`src/rtl/pack_nx_byte_framed.sv`:
```
// Byte packer for the serial link transmit path: N_BYTES-wide words in, one byte per
// active slot clock out (LSB first), K-character framing, one-word pending buffer.
module pack_nx_byte_framed #(
  parameter int unsigned N_BYTES     = 11,
  parameter int unsigned SLOT_PERIOD = 10,
  parameter int unsigned SLOT_ACTIVE = 8,
  parameter logic [7:0]  IDLE_K      = 8'hBC,
  parameter bit          SOF_EN      = 1'b1,
  parameter logic [7:0]  SOF_K       = 8'hFB
) (
  input  logic                 clk,
  input  logic                 rst,
  input  logic                 valid_in,
  input  logic [8*N_BYTES-1:0] data_in,
  output logic                 ready_out,
  output logic [7:0]           data_out,
  output logic                 k_out,
  output logic                 valid_out,
  output logic                 busy,
  output logic                 overflow
);

  localparam int IDX_W = (N_BYTES > 1) ? $clog2(N_BYTES) : 1;
  localparam int SC_W  = $clog2(SLOT_PERIOD + 1);

  typedef logic [N_BYTES-1:0][7:0] word_t;
  typedef enum logic {IDLE, DATA} state_t;

  state_t            state_q, state_d;
  logic [SC_W-1:0]   slot_cnt_q, slot_cnt_d;
  word_t             cur_q, cur_d;
  word_t             pend_q, pend_d;
  logic              pend_full_q, pend_full_d;
  logic [IDX_W-1:0]  idx_q, idx_d;
  logic [7:0]        data_out_q, data_out_d;
  logic              k_out_q, k_out_d;
  logic              valid_out_q, valid_out_d;
  logic              busy_q, busy_d;
  logic              overflow_q, overflow_d;

  logic active;
  logic accept;

  assign active    = (slot_cnt_q < SC_W'(SLOT_ACTIVE));
  assign ready_out = !pend_full_q && !rst;
  assign accept    = valid_in && ready_out;

  always_comb begin
    slot_cnt_d  = (slot_cnt_q == SC_W'(SLOT_PERIOD - 1)) ? '0 : slot_cnt_q + SC_W'(1);
    state_d     = state_q;
    cur_d       = cur_q;
    pend_d      = pend_q;
    pend_full_d = pend_full_q;
    idx_d       = idx_q;
    data_out_d  = data_out_q;
    k_out_d     = k_out_q;
    valid_out_d = active;
    overflow_d  = overflow_q | (valid_in & ~ready_out);

    // accept needs an empty pend slot, the move below needs a full one: never both
    if (accept) begin
      pend_d      = data_in;
      pend_full_d = 1'b1;
    end

    if (active) begin
      unique case (state_q)
        IDLE: begin
          if (!pend_full_q) begin
            data_out_d = IDLE_K;
            k_out_d    = 1'b1;
          end else begin
            cur_d       = pend_q;
            pend_full_d = 1'b0;
            if (SOF_EN) begin
              data_out_d = SOF_K;
              k_out_d    = 1'b1;
              idx_d      = '0;
              state_d    = DATA;
            end else begin
              // byte 0 goes straight out, so a single-byte word never enters DATA
              data_out_d = pend_q[0];
              k_out_d    = 1'b0;
              idx_d      = (N_BYTES == 1) ? '0 : IDX_W'(1);
              state_d    = (N_BYTES == 1) ? IDLE : DATA;
            end
          end
        end
        DATA: begin
          data_out_d = cur_q[idx_q];
          k_out_d    = 1'b0;
          if (idx_q == IDX_W'(N_BYTES - 1)) begin
            idx_d   = '0;
            state_d = IDLE;
          end else begin
            idx_d = idx_q + IDX_W'(1);
          end
        end
        default: state_d = IDLE;
      endcase
    end

    busy_d = (state_d == DATA) || pend_full_d;
  end

  always_ff @(posedge clk) begin
    if (rst) begin
      state_q     <= IDLE;
      slot_cnt_q  <= '0;
      cur_q       <= '0;
      pend_q      <= '0;
      pend_full_q <= 1'b0;
      idx_q       <= '0;
      data_out_q  <= IDLE_K;
      k_out_q     <= 1'b1;
      valid_out_q <= 1'b0;
      busy_q      <= 1'b0;
      overflow_q  <= 1'b0;
    end else begin
      state_q     <= state_d;
      slot_cnt_q  <= slot_cnt_d;
      cur_q       <= cur_d;
      pend_q      <= pend_d;
      pend_full_q <= pend_full_d;
      idx_q       <= idx_d;
      data_out_q  <= data_out_d;
      k_out_q     <= k_out_d;
      valid_out_q <= valid_out_d;
      busy_q      <= busy_d;
      overflow_q  <= overflow_d;
    end
  end

  assign data_out  = data_out_q;
  assign k_out     = k_out_q;
  assign valid_out = valid_out_q;
  assign busy      = busy_q;
  assign overflow  = overflow_q;

endmodule
```
`config.mk`:
```
export PLATFORM = sky130hd
export DESIGN_NAME = pack_nx_byte_framed
export DESIGN_NICKNAME = d
export VERILOG_FILES = /design/src/rtl/pack_nx_byte_framed.sv
export SDC_FILE = /design/constraint.sdc
export NUM_CORES = 1
export LEC_CHECK = 0
export CORE_AREA = 5 5 119 165
export DETAILED_ROUTE_END_ITERATION = 10
export DIE_AREA = 0 0 124 170
export PLACE_DENSITY = 0.66
export SETUP_SLACK_MARGIN = 0.15
export SYNTH_ARGS = -nofsm -noshare
export SYNTH_HDL_FRONTEND = slang
export SYNTH_SLANG_ARGS = --single-unit
```
`constraint.sdc`:
```
create_clock -name clk -period 2.1 [get_ports clk]
set_input_delay 0.42 -clock clk [delete_from_list [all_inputs] [get_ports clk]]
set_output_delay 0.42 -clock clk [all_outputs]
set_load 0.02 [all_outputs]
```
==> impl_metrics.ini <==
[sta]
worst_pin_slew_ps = 936
period_share = 0.872
post-route-worst-setup-slack_ps = 268
slew_viol_final = 0
relSlewSlack = 0.376
hold_violations = 0
rsz0062_at_grt = false
period_minus_slack_ps = 1830
setup_viol = 0
finClkSkew_ps = 7.75
max_freq_mhz = 546
setup_tns_ps = 0

[critical_path]
cp_data_arrival_time_ps = 1410
crit_path_end_kind = primary output
critical_path_required_ps = 1680
cp-start-kind = register
rrSetupSlack_ps = 340
critical_path_class = reg2out
crit_fanout = 7

[synth]
synth_area_leaders = dfxtp_1 (50%), nand2_1 (13%), nand2b_1 (7.4%)
synth_top_area_cell = dfxtp_1
syn-num-nets = 1049
yosysSeqAreaShare = 0.501
synth-warning-count = 0
yosysUniqueCellTypes = 37
synth-seq-cells = 198
synth_cells = 954
yosys.area.top_type_share = 0.501
syn_avg_cell_area_sq_um = 8.29
synth_area_sq_um = 7910

[drt]
drt_wl_total_um = 18800
routedWlPerCell_um = 14.8
drtIter0Drc = 557
vias = 6287
drc_errors = 0
via_per_inst = 4.94
drt-pass1-iter-count = 5
drtAntennaViolNets = 0

[clock_tree]
cts_resized = 2
cts_made_buffers = 17
cts_max_path_buffers = 2
cts_tree = yes
clock-sinks = 198
cts_setup_buffers = 0
clk_latency_ps = 430
cts-htree-levels = 4
path_clk_slew_ps = 70
cts_hold_buf = 0
cts_root_buffer = clkbuf_16

[place]
portBuffers = 103
place_congestion = 0.785
hpwl_um = 12800
dp_slack_ps = 211

[global_route]
grt_util_met3 = 0.0349
grt_start_max_net_pins = 103
grt_use_met1 = 0.225
grt_pass1_vias = 5871
met2_usage = 0.316
track_usage = 0.180
grt_pass1_wl_um = 29700
grt_busiest_layer = met2
grt_overflow_total = 0
antenna_found_initial = 0

[die]
initial_utilization = 0.441
die_h_um = 170
io_pins = 104
core-area_sq_um = 17900
die-area_sq_um = 21100
die_width_um = 124
row_count = 58

[pwr]
power.leakage_nw = 3.30
p_per_area_nw_per_um2 = 862
ir_worst_vdd_mv = 0.505
total_power_mw = 8.34

[run_status]
status = finished, final reports clean

[cells_and_area]
final.fill_count = 1738
syn2layout_area_growth_pct = 22.2
drive_gt1_frac = 0.0533
nets = 1115
diodes = 0

[flow_run]
maxCapViolations = 0

[min_path]
hold_class = in2reg
per-layer routing:
layer  up-vias  part of all wire
li1       3265                 -
met2       117              0.52
met4         0             0.011
met3        13             0.040
met5         -                 0
met1      2892              0.43
worst paths after layout:
path / from / endpoint / cells past startpoint
worst max-delay path: pend_full_q$_SDFF_PP0_ / ready_out / 2
worst max register to register: idx_q[0]$_SDFFE_PP0P_ / data_out[2]$_SDFFE_PP1N_ / 5
worst min-delay path: rst / cur_q[76]$_SDFFE_PP0P_ / 3
worst min register to register: cur_q[27]$_SDFFE_PP0P_ / cur_q[27]$_SDFFE_PP0P_ / 2
where the power goes:
group	leakage [nW]	internal [mW]	switching, mW	total (mW)
Sequential	1.62	3.97	0.141	4.11
Combinational	1.40	0.447	0.499	0.946
Clock	0.282	1.88	1.41	3.28
Total	3.30	6.29	2.05	8.34
cells in the final DEF (no fill, tap or decap), drive strengths merged, types with 2 or more instances in the layout:
master and instances:
a22oi 6, xor2 2, o21bai 2, nand2 272
nand3b 8, ha 4, o211ai 3, o21ai 96
bufinv 3, nor2 20, nand3 8, clkdlybuf4s50 101
clkbuf 20, and2 3, nor3 3, mux4 6
inv 3, mux2i 31, clkinv 5, nor2b 6
a21oi 107, a32oi 2, dfxtp 198, nand2b 94
clkinvlp 2, buf 17
state kept, by name (all words and copies together), names as in the netlist:
| signal | flops |
|---|---|
| pend_full_q | 1 |
| cur_q | 88 |
| valid_out | 1 |
| slot_cnt_q | 4 |
| busy | 1 |
| data_out | 8 |
| idx_q | 4 |
| pend_q | 88 |
| state_q | 1 |
| k_out | 1 |
| overflow | 1 |
cell usage after synthesis (all sizes together):
cell type and n:
a211oi 1, a21oi 107, a22oi 6, a311o 1, a32oi 2, and2 3, buf 38, clkbuf 34
dfxtp 198, ha 4, inv 2, mux2i 31, mux4 6, nand2 272, nand2b 94, nand3 8
nand3b 8, nand4b 1, nor2 20, nor2b 6, nor3 3, nor3b 1, o211ai 3, o21a 1
o21ai 96, o21ba 1, o21bai 2, or2 1, or3 1, xnor2 1, xor2 2
kinds of logic after synthesis:
| group | Yosys count | share of synthesized area |
|---|---|---|
| flops | 198 | 0.501 |
| buf+inv | 74 | 0.0484 |
| xor+xnor | 3 | 0.00332 |
| compound gates | 220 | 0.145 |
| fa+ha+maj | 4 | 0.00633 |
| mux | 37 | 0.0572 |
| simple gates | 418 | 0.238 |
final cells by class:
class / count / area, sq um / share of cell area
tap: 240 / 300 / 0.0310
sequential: 198 / 3960 / 0.410
timing repair buffer: 119 / 1230 / 0.128
clock buffer: 20 / 437 / 0.0451
clock inverter: 11 / 153 / 0.0158
multi-input combinational: 682 / 3580 / 0.370
inverter: 2 / 7.51 / 0.000776
per-stage QoR:
step                       util  cell area, sq um  hold slack (ps)  cells
after floorplan               -              7910              432    954
after global placement    0.507              9080              438   1241
after detailed placement  0.507              9080              442   1241
after CTS                 0.540              9670              395   1272
after global routing      0.540              9670              400   1272
final                     0.540              9670              413   1272
worst max-delay path, stage by stage (launching register included):
cell	delay, ps
dfxtp_1	400
nor2_2	220
dlygate4sd2_1	360
Note: power is estimated with default switching activity, not from simulation.
